==> src/rtl/sdram_stream_pkg.sv <==
// Shared types and default geometry for the SDRAM frame streaming blocks.
package sdram_stream_pkg;

  typedef enum logic [1:0] {
    ST_IDLE   = 2'd0,
    ST_FLUSH  = 2'd1,
    ST_FILL   = 2'd2,
    ST_STREAM = 2'd3
  } rd_state_t;

  localparam int DEF_H_PIXELS     = 640;
  localparam int DEF_V_LINES      = 480;
  localparam int DEF_PREFETCH_TH  = 256;
  localparam int DEF_FLUSH_CYCLES = 16;

endpackage

==> src/rtl/rd_skid_buf.sv <==
// Two-entry output buffer between the read-FIFO return path and the pixel stream.
module rd_skid_buf #(
  parameter int DATA_W = 16
) (
  input  logic              clk,
  input  logic              rst,
  input  logic              flush,
  input  logic              in_valid,
  input  logic [DATA_W-1:0] in_data,
  output logic              in_ready,
  output logic              out_valid,
  output logic [DATA_W-1:0] out_data,
  input  logic              out_ready,
  output logic [1:0]        occupancy
);

  logic [DATA_W-1:0] head_p0;
  logic [DATA_W-1:0] tail_p0;
  logic [1:0]        cnt;
  logic              pop;

  assign pop       = out_valid && out_ready;
  assign out_valid = (cnt != 2'd0);
  assign out_data  = head_p0;
  assign in_ready  = (cnt != 2'd2);
  assign occupancy = cnt;

  // head_p0 is always the presented word, so it holds steady while stalled
  always_ff @(posedge clk) begin
    if (rst) begin
      cnt     <= 2'd0;
      head_p0 <= '0;
    end else if (flush) begin
      cnt <= 2'd0;
    end else begin
      unique case (cnt)
        2'd0: begin
          if (in_valid) begin
            head_p0 <= in_data;
            cnt     <= 2'd1;
          end
        end
        2'd1: begin
          if (in_valid && pop) begin
            head_p0 <= in_data;
          end else if (in_valid) begin
            tail_p0 <= in_data;
            cnt     <= 2'd2;
          end else if (pop) begin
            cnt <= 2'd0;
          end
        end
        default: begin
          if (pop) begin
            head_p0 <= tail_p0;
            if (in_valid) tail_p0 <= in_data;
            else          cnt     <= 2'd1;
          end
        end
      endcase
    end
  end

endmodule

==> src/rtl/rd_frame_reader.sv <==
// Streams one frame of 16-bit pixels out of the SDRAM read FIFO with a 2-word output buffer.
// Optional RD_FRAME_UNDERFLOW_CNT_EN adds a saturating count of starvation clocks.
module rd_frame_reader
  import sdram_stream_pkg::*;
#(
  parameter int H_PIXELS     = DEF_H_PIXELS,
  parameter int V_LINES      = DEF_V_LINES,
  parameter int PREFETCH_TH  = DEF_PREFETCH_TH,
  parameter int FLUSH_CYCLES = DEF_FLUSH_CYCLES
) (
  input  logic        clk,
  input  logic        rst,
  input  logic        frame_start,
  input  logic [9:0]  rd_fifo_cnt,
  input  logic [15:0] fifo_rd_data,
  output logic        fifo_rd_req,
  output logic        rd_rst,
  output logic        sdram_rd_valid,
  output logic        out_valid,
  input  logic        out_ready,
  output logic [15:0] out_data,
  output logic        out_sof,
  output logic        out_eol,
  output logic        busy,
  output logic        underflow
`ifdef RD_FRAME_UNDERFLOW_CNT_EN
  ,
  output logic [15:0] underflow_cnt
`endif
);

  localparam int TOTAL_WORDS = H_PIXELS * V_LINES;
  localparam int PIX_W  = (H_PIXELS > 1) ? $clog2(H_PIXELS) : 1;
  localparam int LINE_W = (V_LINES > 1) ? $clog2(V_LINES) : 1;
  localparam int ISS_W  = $clog2(TOTAL_WORDS + 1);
  localparam int FL_W   = (FLUSH_CYCLES > 1) ? $clog2(FLUSH_CYCLES) : 1;

  localparam logic [ISS_W-1:0]  TOTAL_ISS = ISS_W'(TOTAL_WORDS);
  localparam logic [PIX_W-1:0]  PIX_LAST  = PIX_W'(H_PIXELS - 1);
  localparam logic [LINE_W-1:0] LINE_LAST = LINE_W'(V_LINES - 1);
  localparam logic [FL_W-1:0]   FL_LAST   = FL_W'(FLUSH_CYCLES - 1);
  localparam logic [9:0]        PF_TH     = 10'(PREFETCH_TH);

  rd_state_t         state;
  logic [FL_W-1:0]   flush_cnt;
  logic [ISS_W-1:0]  issued;
  logic [PIX_W-1:0]  pix;
  logic [LINE_W-1:0] line;
  logic              rd_vld_p1;
  logic [1:0]        buf_occ;
  logic              buf_in_ready;
  logic              accept;
  logic              last_word;
  logic              buf_room;
  logic              starve;

`ifdef RD_FRAME_UNDERFLOW_CNT_EN
  function automatic logic [15:0] sat_inc16(input logic [15:0] v);
    return (v == 16'hFFFF) ? v : v + 16'd1;
  endfunction
`endif

  assign accept    = out_valid && out_ready;
  assign last_word = (pix == PIX_LAST) && (line == LINE_LAST);
  // Pop-side space is ignored on purpose: occupancy plus the word in flight never exceeds two.
  assign buf_room  = buf_in_ready && (({1'b0, buf_occ} + {2'b0, rd_vld_p1}) < 3'd2);
  assign starve    = (state == ST_STREAM) && (rd_fifo_cnt == 10'd0) && !out_valid;

  // p0: issue a FIFO pop; the FIFO's count has not yet seen last cycle's pop
  assign fifo_rd_req = !rst && !frame_start && (state == ST_STREAM) &&
                       (issued < TOTAL_ISS) &&
                       (rd_fifo_cnt > {9'b0, rd_vld_p1}) && buf_room;

  assign rd_rst         = (state == ST_FLUSH);
  assign sdram_rd_valid = (state == ST_FILL) || (state == ST_STREAM);
  assign busy           = (state != ST_IDLE);
  assign out_sof        = out_valid && (pix == '0) && (line == '0);
  assign out_eol        = out_valid && (pix == PIX_LAST);

  always_ff @(posedge clk) begin
    if (rst) begin
      state     <= ST_IDLE;
      flush_cnt <= '0;
      issued    <= '0;
      pix       <= '0;
      line      <= '0;
      rd_vld_p1 <= 1'b0;
      underflow <= 1'b0;
    end else if (frame_start) begin
      state     <= ST_FLUSH;
      flush_cnt <= '0;
      issued    <= '0;
      pix       <= '0;
      line      <= '0;
      rd_vld_p1 <= 1'b0;
      underflow <= 1'b0;
    end else begin
      rd_vld_p1 <= fifo_rd_req;
      if (fifo_rd_req) issued <= issued + 1'b1;
      if (accept) begin
        if (pix == PIX_LAST) begin
          pix  <= '0;
          line <= (line == LINE_LAST) ? '0 : line + 1'b1;
        end else begin
          pix <= pix + 1'b1;
        end
      end
      if (starve) underflow <= 1'b1;
      unique case (state)
        ST_IDLE: ;
        ST_FLUSH: begin
          if (flush_cnt == FL_LAST) begin
            state     <= ST_FILL;
            flush_cnt <= '0;
          end else begin
            flush_cnt <= flush_cnt + 1'b1;
          end
        end
        ST_FILL: begin
          if (rd_fifo_cnt >= PF_TH) state <= ST_STREAM;
        end
        ST_STREAM: begin
          if (accept && last_word) state <= ST_IDLE;
        end
      endcase
    end
  end

`ifdef RD_FRAME_UNDERFLOW_CNT_EN
  always_ff @(posedge clk) begin
    if (rst || frame_start) underflow_cnt <= 16'd0;
    else if (starve)        underflow_cnt <= sat_inc16(underflow_cnt);
  end
`endif

  // p1: word returned by the FIFO lands in the output buffer
  rd_skid_buf #(
    .DATA_W(16)
  ) u_skid (
    .clk       (clk),
    .rst       (rst),
    .flush     (frame_start),
    .in_valid  (rd_vld_p1),
    .in_data   (fifo_rd_data),
    .in_ready  (buf_in_ready),
    .out_valid (out_valid),
    .out_data  (out_data),
    .out_ready (out_ready),
    .occupancy (buf_occ)
  );

endmodule

==> config.mk <==
export PLATFORM = sky130hd
export DESIGN_NAME = rd_frame_reader
export DESIGN_NICKNAME = d
export VERILOG_FILES = /design/src/rtl/sdram_stream_pkg.sv /design/src/rtl/rd_skid_buf.sv /design/src/rtl/rd_frame_reader.sv
export SDC_FILE = /design/constraint.sdc
export NUM_CORES = 1
export LEC_CHECK = 0
export ABC_CLOCK_PERIOD_IN_PS = 2550
export BUFFER_PORTS_ARGS = -buffer_cell sky130_fd_sc_hd__buf_2
export CORE_MARGIN = 2
export CORE_UTILIZATION = 40
export DETAILED_ROUTE_END_ITERATION = 10
export GPL_ROUTABILITY_DRIVEN = 1
export PLACE_DENSITY_LB_ADDON = 0.25
export SLEW_MARGIN = 20
export SYNTH_ARGS = -nofsm -noshare
export SYNTH_HDL_FRONTEND = slang
export SYNTH_SLANG_ARGS = --single-unit
==> constraint.sdc <==
create_clock -name clk -period 2.55 [get_ports clk]
set_input_delay 0.51 -clock clk [delete_from_list [all_inputs] [get_ports clk]]
set_output_delay 0.51 -clock clk [all_outputs]
set_load 0.02 [all_outputs]
### After elaboration in Yosys (flattened, before gate mapping)

Cells that the tools add are included.

| storage, ports and cells | value |
|---|---|
| register bits after elaboration | 80 |
| bits in latches | 0 |
| RAM bits | 0 |
| ROM bits | 0 |
| input port bits | 30 |
| output and inout bits | 24 |
| word-level logic and storage cells | 101 |
| memories kept | 0 |

| operators by class | value |
|---|---|
| add/subtract/negate cells | 5 |
| multiply operators | 0 |
| div/mod/pow operators | 0 |
| order comparisons | 4 |
| equality and inequality tests | 19 |
| shift-type cells | 0 |
| muxes and demuxes | 23 |
| bitwise logic cells | 3 |
| reduce and logical (&&, ||, !) cells | 36 |

Operators with widths:

| operator | number |
|---|---|
| $mux 16 | 6 |
| $pmux 16 s2 | 2 |
| $logic_not 10->1 | 2 |
| $add 19x1->19 const B | 1 |
| $lt 19x19->1 const B | 1 |
| $mux 2 | 9 |
| $logic_and 1x1->1 | 15 |
| $reduce_and 4->1 | 3 |
| $add 10x1->10 const B | 1 |
| $eq 10x10->1 const B | 1 |
| $ge 10x9->1 const B | 1 |
| $gt 10x1->1 | 1 |
| $mux 10 | 1 |
| $reduce_and 5->1 | 2 |
| $add 9x1->9 const B | 1 |
| $eq 9x9->1 const B | 1 |
| $logic_not 9->1 | 1 |
| $mux 9 | 1 |
| $ne 3x2->1 const B | 3 |
| $ne 2x1->1 const B | 4 |
| $ne 2x2->1 const B | 3 |
| $pmux 2 s3 | 1 |
| $reduce_bool 2->1 | 3 |
| $reduce_bool 3->1 | 2 |
| other kinds (18) | 24 |

### Longest topological paths before layout

Gate-level depths: netlist of the first run.

| logic depth | value |
|---|---|
| depth after elaboration | 6 |
| mapped depth | 10 |
| depth with buffers taken out | 8 |

### Modules after synthesis

From an unflattened synthesis of the first run, not the netlist that was laid out.

| second synthesis, totals | value |
|---|---|
| cells, all modules | 385 |
| area total of the unflattened synthesis | 3693.5 µm² |

Modules (own cells, without submodules):

| module | times used | cells each | area an instance (µm²) | sequential area each (µm²) |
|---|---|---|---|---|
| rd_frame_reader | 1 | 277 | 2257.2 | 920.9 |
| rd_skid_buf | 1 | 108 | 1436.4 | 840.8 |

### Least setup slack after synthesis of the first run

OpenSTA, ideal clock, no wires.

| timing | value |
|---|---|
| path type | input -> register |
| from | input port rst |
| to | register u_skid.tail_p0[0] (enable) |
| library setup time | 409 ps |
| arrival | 2358 ps |
| required time | 2141 ps |
| setup slack | -217 ps |
| cell stages on the path | 4 |
| buffers on the path | 2 |
| cell sequence | clkbuf_1 > or2_2 > clkbuf_1 > nor3_1 |

| on the way | value |
|---|---|
| cells in the longest elaborated chain, start to end | 2 |

RTL lines:

| what | RTL line | source |
|---|---|---|
| start, declared | rd_frame_reader.sv:12 | `input logic rst,` |
| $not 1->1 (no line) | n/a |  |
| $reduce_and 5->1 (no line) | n/a |  |
| end signal, assigned | rd_skid_buf.sv:47 | `tail_p0 <= in_data;` |
| end signal, assigned | rd_skid_buf.sv:56 | `if (in_valid) tail_p0 <= in_data;` |
| end, declared | rd_skid_buf.sv:18 | `logic [DATA_W-1:0] tail_p0;` |

No other way between the ends.
A chain may end at the register's enable or synchronous reset.

### Final worst setup path of the first run

| timing | value |
|---|---|
| from | register issued[13] |
| to | output port fifo_rd_req |

| on the way | value |
|---|---|
| cells in the longest elaborated chain, start to end | 4 |

RTL lines:

| what | RTL line | source |
|---|---|---|
| start, declared | rd_frame_reader.sv:46 | `logic [ISS_W-1:0] issued;` |
| start signal, assigned | rd_frame_reader.sv:99 | `if (fifo_rd_req) issued <= issued + 1'b1;` |
| $lt 19x19->1 | rd_frame_reader.sv:71 | `(issued < TOTAL_ISS) &&` |
| $logic_and 1x1->1 | rd_frame_reader.sv:70 | `assign fifo_rd_req = !rst && !frame_start && (state == ST_STREAM) &&` |
| $logic_and 1x1->1 | rd_frame_reader.sv:71 |  |
| $logic_and 1x1->1 | rd_frame_reader.sv:72 | `(rd_fifo_cnt > {9'b0, rd_vld_p1}) && buf_room;` |
| end, declared | rd_frame_reader.sv:16 | `output logic fifo_rd_req,` |

No other way between the ends.

==> results of run 1 <==
==> sequential cells by signal, indices dropped and copies added, names as in the netlist <==
register	cells
u_skid.occupancy	2
u_skid.out_data	16
state	2
flush_cnt	4
line	9
rd_vld_p1	1
u_skid.tail_p0	16
pix	10
issued	19
underflow	1
==> Yosys cell counts, drive strengths merged (6+ instances only) <==
| cell type | number | area (um2) |
|---|---|---|
| a211oi | 16 | 120 |
| a21oi | 14 | 70.1 |
| and3 | 8 | 50.1 |
| clkbuf | 12 | 45.0 |
| dfxtp | 64 | 1280 |
| edfxtp | 16 | 480 |
| ha | 7 | 87.6 |
| inv | 13 | 48.8 |
| mux2i | 23 | 230 |
| nand2 | 35 | 131 |
| nand3 | 8 | 40.0 |
| nand4 | 14 | 87.6 |
| nor2 | 55 | 206 |
| nor3 | 6 | 30.0 |
| nor4 | 11 | 105 |
| o21ai | 7 | 35.0 |
| xnor2 | 7 | 61.3 |
| xor2 | 13 | 114 |
==> layer usage <==
metal | vias to the layer above | track usage | part of all wire
met1 | 1353 | 0.215 | 0.49
met3 | 9 | 0.0383 | 0.020
met5 | - | 0 | 0
met4 | 0 | 0.0590 | 0.017
li1 | 1482 | - | -
met2 | 33 | 0.257 | 0.47
==> power by group through the flow <==
stage | Combinational [mW] | Sequential (mW) | Clock (mW)
2_1_floorplan | 0.0385 | 1.32 | 0
6_report | 0.0794 | 1.29 | 0.761
5_1_grt | 0.0898 | 1.29 | 0.853
4_1_cts | 0.0810 | 1.29 | 0.797
3_3_place_gp | 0.0792 | 1.32 | 0
3_5_place_dp | 0.0809 | 1.32 | 0
==> cell type report <==
class / instances / area [um2]
Fill cell: 841 / 4540
Inverter: 13 / 48.8
Clock buffer: 9 / 124
Multi-Input combinational cell: 270 / 1740
Tap cell: 108 / 135
Clock inverter: 6 / 27.5
Timing Repair Buffer: 64 / 348
Sequential cell: 80 / 1760
==> cell families (layout without fill, tap and decap cells) <==
family                     count (synthesis)  in the layout  synth area share
muxes                                     23             23            0.0641
xor gates and xnor gates                  20             20            0.0487
adders and majority gates                  7              7            0.0244
buffers and inverters                     29             92            0.0310
AOI/OAI and AO/OA                         55             55             0.105
DFF                                       80             80             0.490
and+or+nand+nor                          165            165             0.236
==> worst register-to-register path, delay by kind of cell (launching register included) <==
family | cells | cell delay [ps]
flip-flops | 1 | 360
AO/OA/AOI/OAI | 2 | 560
AND/OR/NAND/NOR | 3 | 1090
==> layout by cell type, fill, tap and decap left out, drive strengths merged, types with 9 or more instances in the layout <==
master	Yosys	final
a21oi	14	14
xor2	13	13
nor4	11	11
nor2	55	55
mux2i	23	23
a211oi	16	16
nand2	35	35
inv	13	13
clkbuf	12	9
dfxtp	64	64
nand4	14	14
edfxtp	16	16
buf	4	64
==> final timing paths <==
kind,from,to,slack [ps]
max,issued[13]$_SDFFE_PP0P_,fifo_rd_req,110
min,fifo_rd_data[11],u_skid.tail_p0[11]$_DFFE_PP_,350
max reg2reg,issued[13]$_SDFFE_PP0P_,issued[14]$_SDFFE_PP0P_,470
min reg2reg,underflow$_SDFFE_PP0P_,underflow$_SDFFE_PP0P_,470
==> what timing repair did <==
action | 4_1_cts | 5_1_grt
resized for setup | 1 | 2
endpoints found under the setup margin | 1 | 1
buffers inserted | 0 | 0
==> key figures, run 1 <==
Status
  • Outcome: completed

Layout
  • Area grow syn2layout: 16.4%
  • Fin area: 4180 um2
  • Layout cell share with drive strength beyond 1: 0.208
  • Post-Layout Cell Count: 550
  • Nets@finish: 475
  • Diode count: 0
  • Fin util: 0.480

Clocking
  • Longest Clk Path Bufs: 2
  • CTS clk-pin slew, worst paths: 80 ps
  • CTS buffer count: 9
  • CTS tree: yes
  • H-tree depth: 3
  • TritonCTS sink count: 80
  • Hold Buf Count CTS: 0
  • Clock Latency Late Sink: 340 ps
  • Clock root cell: clkbuf_8

Critical path
  • Crit Path Max Fanout: 6
  • CP endpoint kind: output pin
  • WP buf/inv: 2
  • Crit-path max cell delay: 440 ps
  • Slowest CP cell: or3_4
  • Critical path's top delay family: simple AND/OR/NAND/NOR gates
  • CP cell instances: a2111oi_2, nor2_2, or3_4, inv_2, buf_2
  • FF-to-FF path depth: 5
  • Critical Path RT: 2040 ps
  • Startpoint Class: register
  • Critical path depth: 5
  • CP arrival: 1930 ps
  • Worst setup path class: reg -> out

Placed design
  • Post-DP Area: 4020 um2
  • Dpl cells: 535
  • Port Buffer Count: 53
  • Final HPWL DP: 5270 um
  • Pre-CTS setup slack: 87.7 ps
  • Gpl congestion: 0.894

Floorplan
  • Die ar.: 9760 um2
  • Initial Utilization: 0.412
  • Die H: 98.8 um
  • Core Box Area: 8720 um2
  • Row count: 34
  • Die X: 98.8 um
  • IO Count: 54

Power
  • Combinational Power Share: 0.037
  • Clock network power share: 0.357
  • Leak Pwr: 1.61 nW
  • Total power: 2.13 mW
  • Internal cell power: 1.66 mW
  • Switching share of power: 0.223
  • Seq pwr share: 0.606
  • Power Density: 510 nW/um2
  • Maximum vdd drop: 256 uV
  • Net Sw Power: 476 uW

Global routing
  • First-pass GRT wire length: 12900 um
  • Number of global-route vias before repair: 2761
  • Largest net degree at the start of global routing: 33
  • GRT Overall Usage: 0.162
  • Gr ovfl total: 0
  • Initial antenna violation count: 0

STA
  • Post-route minimum period: 2440 ps
  • Final setup violation count: 0
  • Setup ws final: 114 ps
  • Final Max Slew Viols: 0
  • Period Utilization, post-route: 0.955
  • Total negative slack: 0 ps
  • Worst hold slack: 353 ps
  • Fin Clk Skew: 7.86 ps
  • RSZ-0062 raised after global routing: false
  • Final Hold Viols: 0
  • FMAX: 0.410 GHz
  • Slew Limit Headroom: 0.526
  • Worst slew pin tran: 704 ps

Synthesis
  • Cell variety after synth: 44
  • Syn avg cell area: 9.48 um2
  • Post-synthesis cell area: 3590 um2
  • Asr flop ratio synth: 0
  • Synth warn: 0
  • Post-Syn Nets: 416
  • Yosys reg bits: 80
  • Sequential share of the synthesized area: 0.490
  • Syn Inst Count: 379
  • EDFF count, synth: 16
  • Main flop type after synthesis: dfxtp_1

Route
  • Detailed Route WL: 7420 um
  • Vias per Instance: 5.23
  • Post-route ant nets: 0
  • Drt wl/cell: 13.5 um
  • DRC Markers: 0
  • Detailed Routing Iterations Pass 1: 7
  • Vias: 2877
  • Detailed router's first-iteration violation count: 110

Hold path
  • Hold Path Depth: 1
  • Min-Delay Path Class: in -> reg

Job
  • Max_cap viols: 0
Power figures use the tool's default switching activity.
==> run 2: changes to the inputs <==
Settings changed: CORE_UTILIZATION 40 to 45, CTS_CLUSTER_SIZE set to 14.
==> key figures, run 2 (synthesis results as in run 1) <==
Placed design
  • Final HPWL DP: 5270 um (about the same)
  • Port Buffer Count: 53 (unchanged)
  • Pre-CTS setup slack: 110 ps (+22.5 ps)
  • Dpl cells: 527 (-1.5%)
  • Post-DP Area: 4000 um2 (-0.56%)
  • Gpl congestion: 0.840 (-6.1%)

Job
  • Max_cap viols: 0 (unchanged)

STA
  • Final setup violation count: 0 (unchanged)
  • Fin Clk Skew: 10.5 ps (+2.59 ps)
  • FMAX: 0.417 GHz (+1.5%)
  • Post-route minimum period: 2400 ps (-35.8 ps)
  • Total negative slack: 0 ps (unchanged)
  • Final Max Slew Viols: 0 (unchanged)
  • Final Hold Viols: 0 (unchanged)
  • Worst slew pin tran: 823 ps (+119 ps)
  • Worst hold slack: 340 ps (-12.9 ps)
  • Period Utilization, post-route: 0.941 (-0.0140)
  • Setup ws final: 150 ps (+35.8 ps)
  • Slew Limit Headroom: 0.446 (-0.0799)
  • RSZ-0062 raised after global routing: false

Critical path
  • Critical Path RT: 2040 ps (about the same)
  • Crit-path max cell delay: 430 ps (about the same)
  • FF-to-FF path depth: 5 (unchanged)
  • CP cell instances: a2111oi_2, nor2_1, or3_4, inv_2, buf_2
  • CP endpoint kind: output pin
  • Reg2Reg Setup Slack: 520 ps (+50 ps)
  • Worst setup path class: reg -> out
  • CP arrival: 1890 ps (-40 ps)
  • Startpoint Class: register
  • Crit Path Max Fanout: 5 (-1)
  • Slowest CP cell: or3_4
  • Worst reg2reg path startpoint: pix[7]$_SDFFE_PP0P_
  • Crit path from: issued[13]$_SDFFE_PP0P_
  • Critical R2R Capture: line[8]$_SDFFE_PP0P_

Layout
  • Most common cell after layout, fill and taps aside: dfxtp_1
  • FILL cells: 696 (-17%)
  • Commonest non-fill, non-tap cells in the layout: dfxtp_1 (63), nor2_1 (55), buf_2 (53)
  • Layout cell share with drive strength beyond 1: 0.209 (+0.000472)
  • Nets@finish: 473 (-0.42%)
  • Diode count: 0 (unchanged)
  • Fin util: 0.548 (+0.0686)
  • Post-Layout Cell Count: 543 (-1.3%)
  • Max reg flops: 19 (unchanged)
  • Area grow syn2layout: 17.9%
  • Fin area: 4240 um2 (+1.3%)
  • Top reg by flops: issued

Global routing
  • GRT Overall Usage: 0.180 (+0.0184)
  • Initial antenna violation count: 0 (unchanged)
  • Largest net degree at the start of global routing: 33 (unchanged)
  • Gr ovfl total: 0 (unchanged)
  • Number of global-route vias before repair: 2684 (-2.8%)
  • First-pass GRT wire length: 12500 um (-2.9%)

Status
  • Outcome: completed

Route
  • Detailed router's first-iteration violation count: 188 (+71%)
  • Detailed Route WL: 7320 um (-1.3%)
  • Drt wl/cell: 13.5 um (about the same)
  • Post-route ant nets: 0 (unchanged)
  • Detailed Routing Iterations Pass 1: 5 (-2)
  • DRC Markers: 0 (unchanged)
  • Vias: 2905 (+0.97%)
  • Vias per Instance: 5.35 (+2.3%)

Clocking
  • Clock Latency Late Sink: 360 ps (+20 ps)
  • CTS buffer count: 9 (unchanged)
  • CTS tree: yes
  • Longest Clk Path Bufs: 2 (unchanged)
  • Clock root cell: clkbuf_8
  • CTS clk-pin slew, worst paths: 90 ps (about the same)
  • Number of post-CTS setup repair buffers: 0 (unchanged)
  • H-tree depth: 3 (unchanged)
  • TritonCTS sink count: 80 (unchanged)

Power
  • Power Density: 571 nW/um2 (+12%)
  • Total power: 2.42 mW (+14%)
  • Maximum vdd drop: 353 uV (+38%)
  • Leak Pwr: 1.62 nW (+1.1%)

Floorplan
  • Core Box Area: 7730 um2 (-11%)
  • Die ar.: 8720 um2 (-11%)
  • Row count: 32 (-5.9%)
  • IO Count: 54 (unchanged)
  • Initial Utilization: 0.465 (+0.0530)
  • Die H: 93.4 um (-5.5%)
  • Die X: 93.4 um (-5.5%)

Hold path
  • HP Start: fifo_rd_data[3]
  • Min-Delay Path Class: in -> reg
  • Sink of the worst hold path: u_skid.tail_p0[3]$_DFFE_PP_
  • Hold Path Depth: 1 (unchanged)
run 2: worst max path at each step:
stage                        endpoint  slack [ps]
after floorplan           fifo_rd_req          40
after global placement    fifo_rd_req         110
after detailed placement  fifo_rd_req         110
after CTS                 fifo_rd_req           5
after global routing      fifo_rd_req          70
final                     fifo_rd_req         150
run 2: power by group:
group,leakage (nW),internal (mW),switching (mW)
logic,0.856,0.0318,0.0490
clock network,0.109,0.581,0.468
registers,0.660,1.29,0.00280
total,1.62,1.90,0.520
run 2: cell type report:
cell class                 instances  area, um2  share of cell area
clock buffer                      10        138              0.0325
sequential                        80       1760               0.416
multi-input combinational        270       1740               0.410
timing repair buffer              62        333              0.0785
tap                              102        128              0.0301
inverter                          13       48.8              0.0115
clock inverter                     6       92.6              0.0218
run 2: metal layers:
metal  vias to the layer above  global-route usage  routed length, um  part of all wire
met5                         -                   0                  0                 0
met3                        12              0.0419                233             0.032
met2                        37               0.291               3550              0.48
met4                         0              0.0699                 83             0.011
li1                       1482                   -                  -                 -
met1                      1374               0.234               3460              0.47
run 2: what timing repair did:
item                                    in CTS  in global routing
endpoints found under the setup margin       0                  1
hold buffers                                 0                  0
resized for setup                            0                  2
run 2: worst max-delay path, delay by kind of cell, from the launching register on:
family          cells  cell delay [ps]
buf+inv             2              220
flops               1              360
compound gates      1              360
simple gates        2              590
==> run 3: changes to the inputs <==
Settings changed: SYNTH_HIERARCHICAL set to 1.
==> key figures, run 3 <==
Power
  • Leak Pwr: 1.48 nW (-8.6%)
  • Power Density: 544 nW/um2 (-4.8%)
  • Total power: 2.33 mW (-3.7%)
  • Maximum vdd drop: 237 uV (-33%)

STA
  • Final setup violation count: 0 (unchanged)
  • Post-route minimum period: 2410 ps (+9.34 ps)
  • Fin Clk Skew: 15.1 ps (+4.68 ps)
  • Final Max Slew Viols: 0 (unchanged)
  • Total negative slack: 0 ps (unchanged)
  • FMAX: 0.415 GHz (-0.39%)
  • Final Hold Viols: 0 (unchanged)
  • RSZ-0062 raised after global routing: false
  • Period Utilization, post-route: 0.945 (+0.00366)
  • Worst slew pin tran: 756 ps (-66.8 ps)
  • Slew Limit Headroom: 0.496 (+0.0500)

Global routing
  • Initial antenna violation count: 0 (unchanged)
  • Gr ovfl total: 0 (unchanged)
  • Largest net degree at the start of global routing: 30 (-9.1%)
  • Number of global-route vias before repair: 2813 (+4.8%)
  • First-pass GRT wire length: 13200 um (+5.5%)
  • GRT Overall Usage: 0.187 (+0.00704)

Layout
  • Area grow syn2layout: 16.1%
  • Commonest non-fill, non-tap cells in the layout: dfxtp_1 (64), buf_2 (53), a21oi_1 (35)
  • Layout cell share with drive strength beyond 1: 0.230 (+0.0211)
  • FILL cells: 775 (+11%)
  • Top reg by flops: issued
  • Diode count: 0 (unchanged)
  • Max reg flops: 19 (unchanged)
  • Nets@finish: 476 (+0.63%)
  • Most common cell after layout, fill and taps aside: dfxtp_1

Synthesis
  • Synth top area share: 0.347 (-0.00966)
  • Sequential share of the synthesized area: 0.477 (-0.0133)
  • Top-count cell post-synth: dfxtp_1
  • Post-Syn Nets: 422 (+1.4%)
  • Syn avg cell area: 9.59 um2 (+1.2%)
  • Asr flop ratio synth: 0 (unchanged)
  • Post-synthesis xor/xnor area fraction: 0.0451 (-0.00369)
  • EDFF count, synth: 16 (unchanged)
  • Synth area leader: dfxtp_1
  • Yosys reg bits: 80 (unchanged)
  • Dominant cells by area after synthesis: dfxtp_1 (35%), edfxtp_1 (13%), mux2i_1 (5.1%)
  • Main flop type after synthesis: dfxtp_1
  • Post-synthesis simple-gate area fraction: 0.197 (-0.0393)
  • Post-synthesis compound-gate area fraction: 0.160 (+0.0547)
  • Syn Inst Count: 385 (+1.6%)
  • Cell variety after synth: 53 (+20%)
  • Synth cell count leaders: dfxtp_1 (64), a21oi_1 (35), nand2_1 (32), nor2_1 (32), mux2i_1 (19)
  • Post-synthesis adder-cell area fraction: 0.0237 (-0.000661)
  • Synth warn: 6 (+6)
  • Largest family of logic cells by synthesized area: simple AND/OR/NAND/NOR gates
  • Post-synthesis cell area: 3690 um2 (+2.8%)
  • Post-synthesis mux area share: 0.0545 (-0.00953)

Clocking
  • Longest Clk Path Bufs: 2 (unchanged)
  • CTS buffer count: 9 (unchanged)
  • TritonCTS sink count: 80 (unchanged)
  • Hold Buf Count CTS: 0 (unchanged)
  • CTS clk-pin slew, worst paths: 90 ps (about the same)
  • Clock root cell: clkbuf_8
  • Clock Latency Late Sink: 360 ps (about the same)
  • Number of post-CTS setup repair buffers: 0 (unchanged)
  • Post-CTS resize count: 0 (unchanged)
  • CTS tree: yes
  • H-tree depth: 3 (unchanged)

Placed design
  • Gpl congestion: 0.810 (-3.5%)
  • Port Buffer Count: 53 (unchanged)
  • Final HPWL DP: 5440 um (+3.2%)

Route
  • Drt wl/cell: 14.3 um (+6.3%)
  • DRC Markers: 0 (unchanged)
  • Post-route ant nets: 0 (unchanged)
  • Detailed router's first-iteration violation count: 79 (-58%)
  • Vias per Instance: 5.47 (+2.3%)
  • Detailed Route WL: 7870 um (+7.4%)
  • Detailed Routing Iterations Pass 1: 4 (-1)
  • Vias: 3004 (+3.4%)

Floorplan
  • Core Box Area: 8090 um2 (+4.7%)
  • IO Count: 54 (unchanged)
  • Die X: 94.6 um (+1.3%)
  • Row count: 33 (+3.1%)
  • Initial Utilization: 0.456 (-0.00863)
  • Die ar.: 8950 um2 (+2.7%)
  • Die H: 94.6 um (+1.3%)

Critical path
  • Worst setup path class: reg -> out
  • Reg2Reg Setup Slack: 510 ps (about the same)
  • Slowest CP cell: dfxtp_1
  • Startpoint Class: register
  • Critical path's top delay family: flip-flops
  • Crit path from: rd_vld_p1$_SDFF_PP0_
  • CP endpoint kind: output pin
  • Crit-path max cell delay: 540 ps (+110 ps)
  • WP buf/inv: 1 (-1)
  • Critical R2R Capture: issued[13]$_SDFFE_PP0P_
  • Worst reg2reg path startpoint: rd_vld_p1$_SDFF_PP0_
  • CP arrival: 1900 ps (about the same)
  • FF-to-FF path depth: 6 (+1)
  • CP cell instances: ha_1, o2111ai_2, and3_1, buf_2
  • Crit path to: fifo_rd_req
  • Critical Path RT: 2040 ps (about the same)
  • Crit Path Max Fanout: 8 (+3)
  • Critical path depth: 4 (-1)

Hold path
  • Min-Delay Path Class: in -> reg

Job
  • Max_cap viols: 0 (unchanged)

Status
  • Outcome: completed
[run 3: cell type report]
type	instances	area, um2	area share
repair buffers	64	348	0.0811
clock inverters	7	78.8	0.0184
clock buffers	9	124	0.0289
well taps	105	131	0.0306
multi-input cells	271	1800	0.419
inverters	13	48.8	0.0114
flip-flops and latches	80	1760	0.411
[run 3: logic make-up (layout without fill, tap and decap cells)]
logic type,count (synthesis),count (layout)
buffers and inverters,34,93
AND/OR/NAND/NOR,142,142
AO/OA/AOI/OAI,83,83
XOR/XNOR,19,19
adder cells (fa/ha/maj),7,7
flip-flops,80,80
multiplexers,20,20
[run 3: worst min-delay path by stage]
stage	depth (start not counted)	slack, ps	start	end
after floorplan	2	440	issued[18]$_SDFFE_PP0P_	issued[18]$_SDFFE_PP0P_
after global placement	2	430	underflow$_SDFFE_PP0P_	underflow$_SDFFE_PP0P_
after detailed placement	2	450	underflow$_SDFFE_PP0P_	underflow$_SDFFE_PP0P_
after CTS	1	330	fifo_rd_data[12]	u_skid/tail_p0[12]$_DFFE_PP_
after global routing	1	320	fifo_rd_data[12]	u_skid/tail_p0[12]$_DFFE_PP_
final	1	330	fifo_rd_data[12]	u_skid/tail_p0[12]$_DFFE_PP_
[run 3: where the power goes]
group	switching [mW]	leakage (nW)	internal (mW)	total (mW)
clock network	0.493	0.0925	0.460	0.953
registers	0.00268	0.659	1.29	1.29
logic	0.0527	0.732	0.0343	0.0870
[run 3: metal layers]
layer / vias up / part of all wire / wire (um) / GRT usage
met1: 1434 / 0.48 / 3740 / 0.237
met5: - / 0 / 0 / 0
met4: 0 / 0.015 / 119 / 0.0700
li1: 1510 / - / - / -
met3: 13 / 0.035 / 276 / 0.0423
met2: 47 / 0.47 / 3730 / 0.313
[run 3: stage by stage]
stage	hold WS, ps	std cells	utilization	setup slack, ps	instance area, um2
after global routing	317	549	0.530	20.9	4290
after global placement	433	533	0.504	293	4080
after floorplan	438	385	-	178	3700
after detailed placement	451	533	0.504	288	4080
final	333	549	0.530	140	4290
after CTS	325	549	0.529	18.4	4280
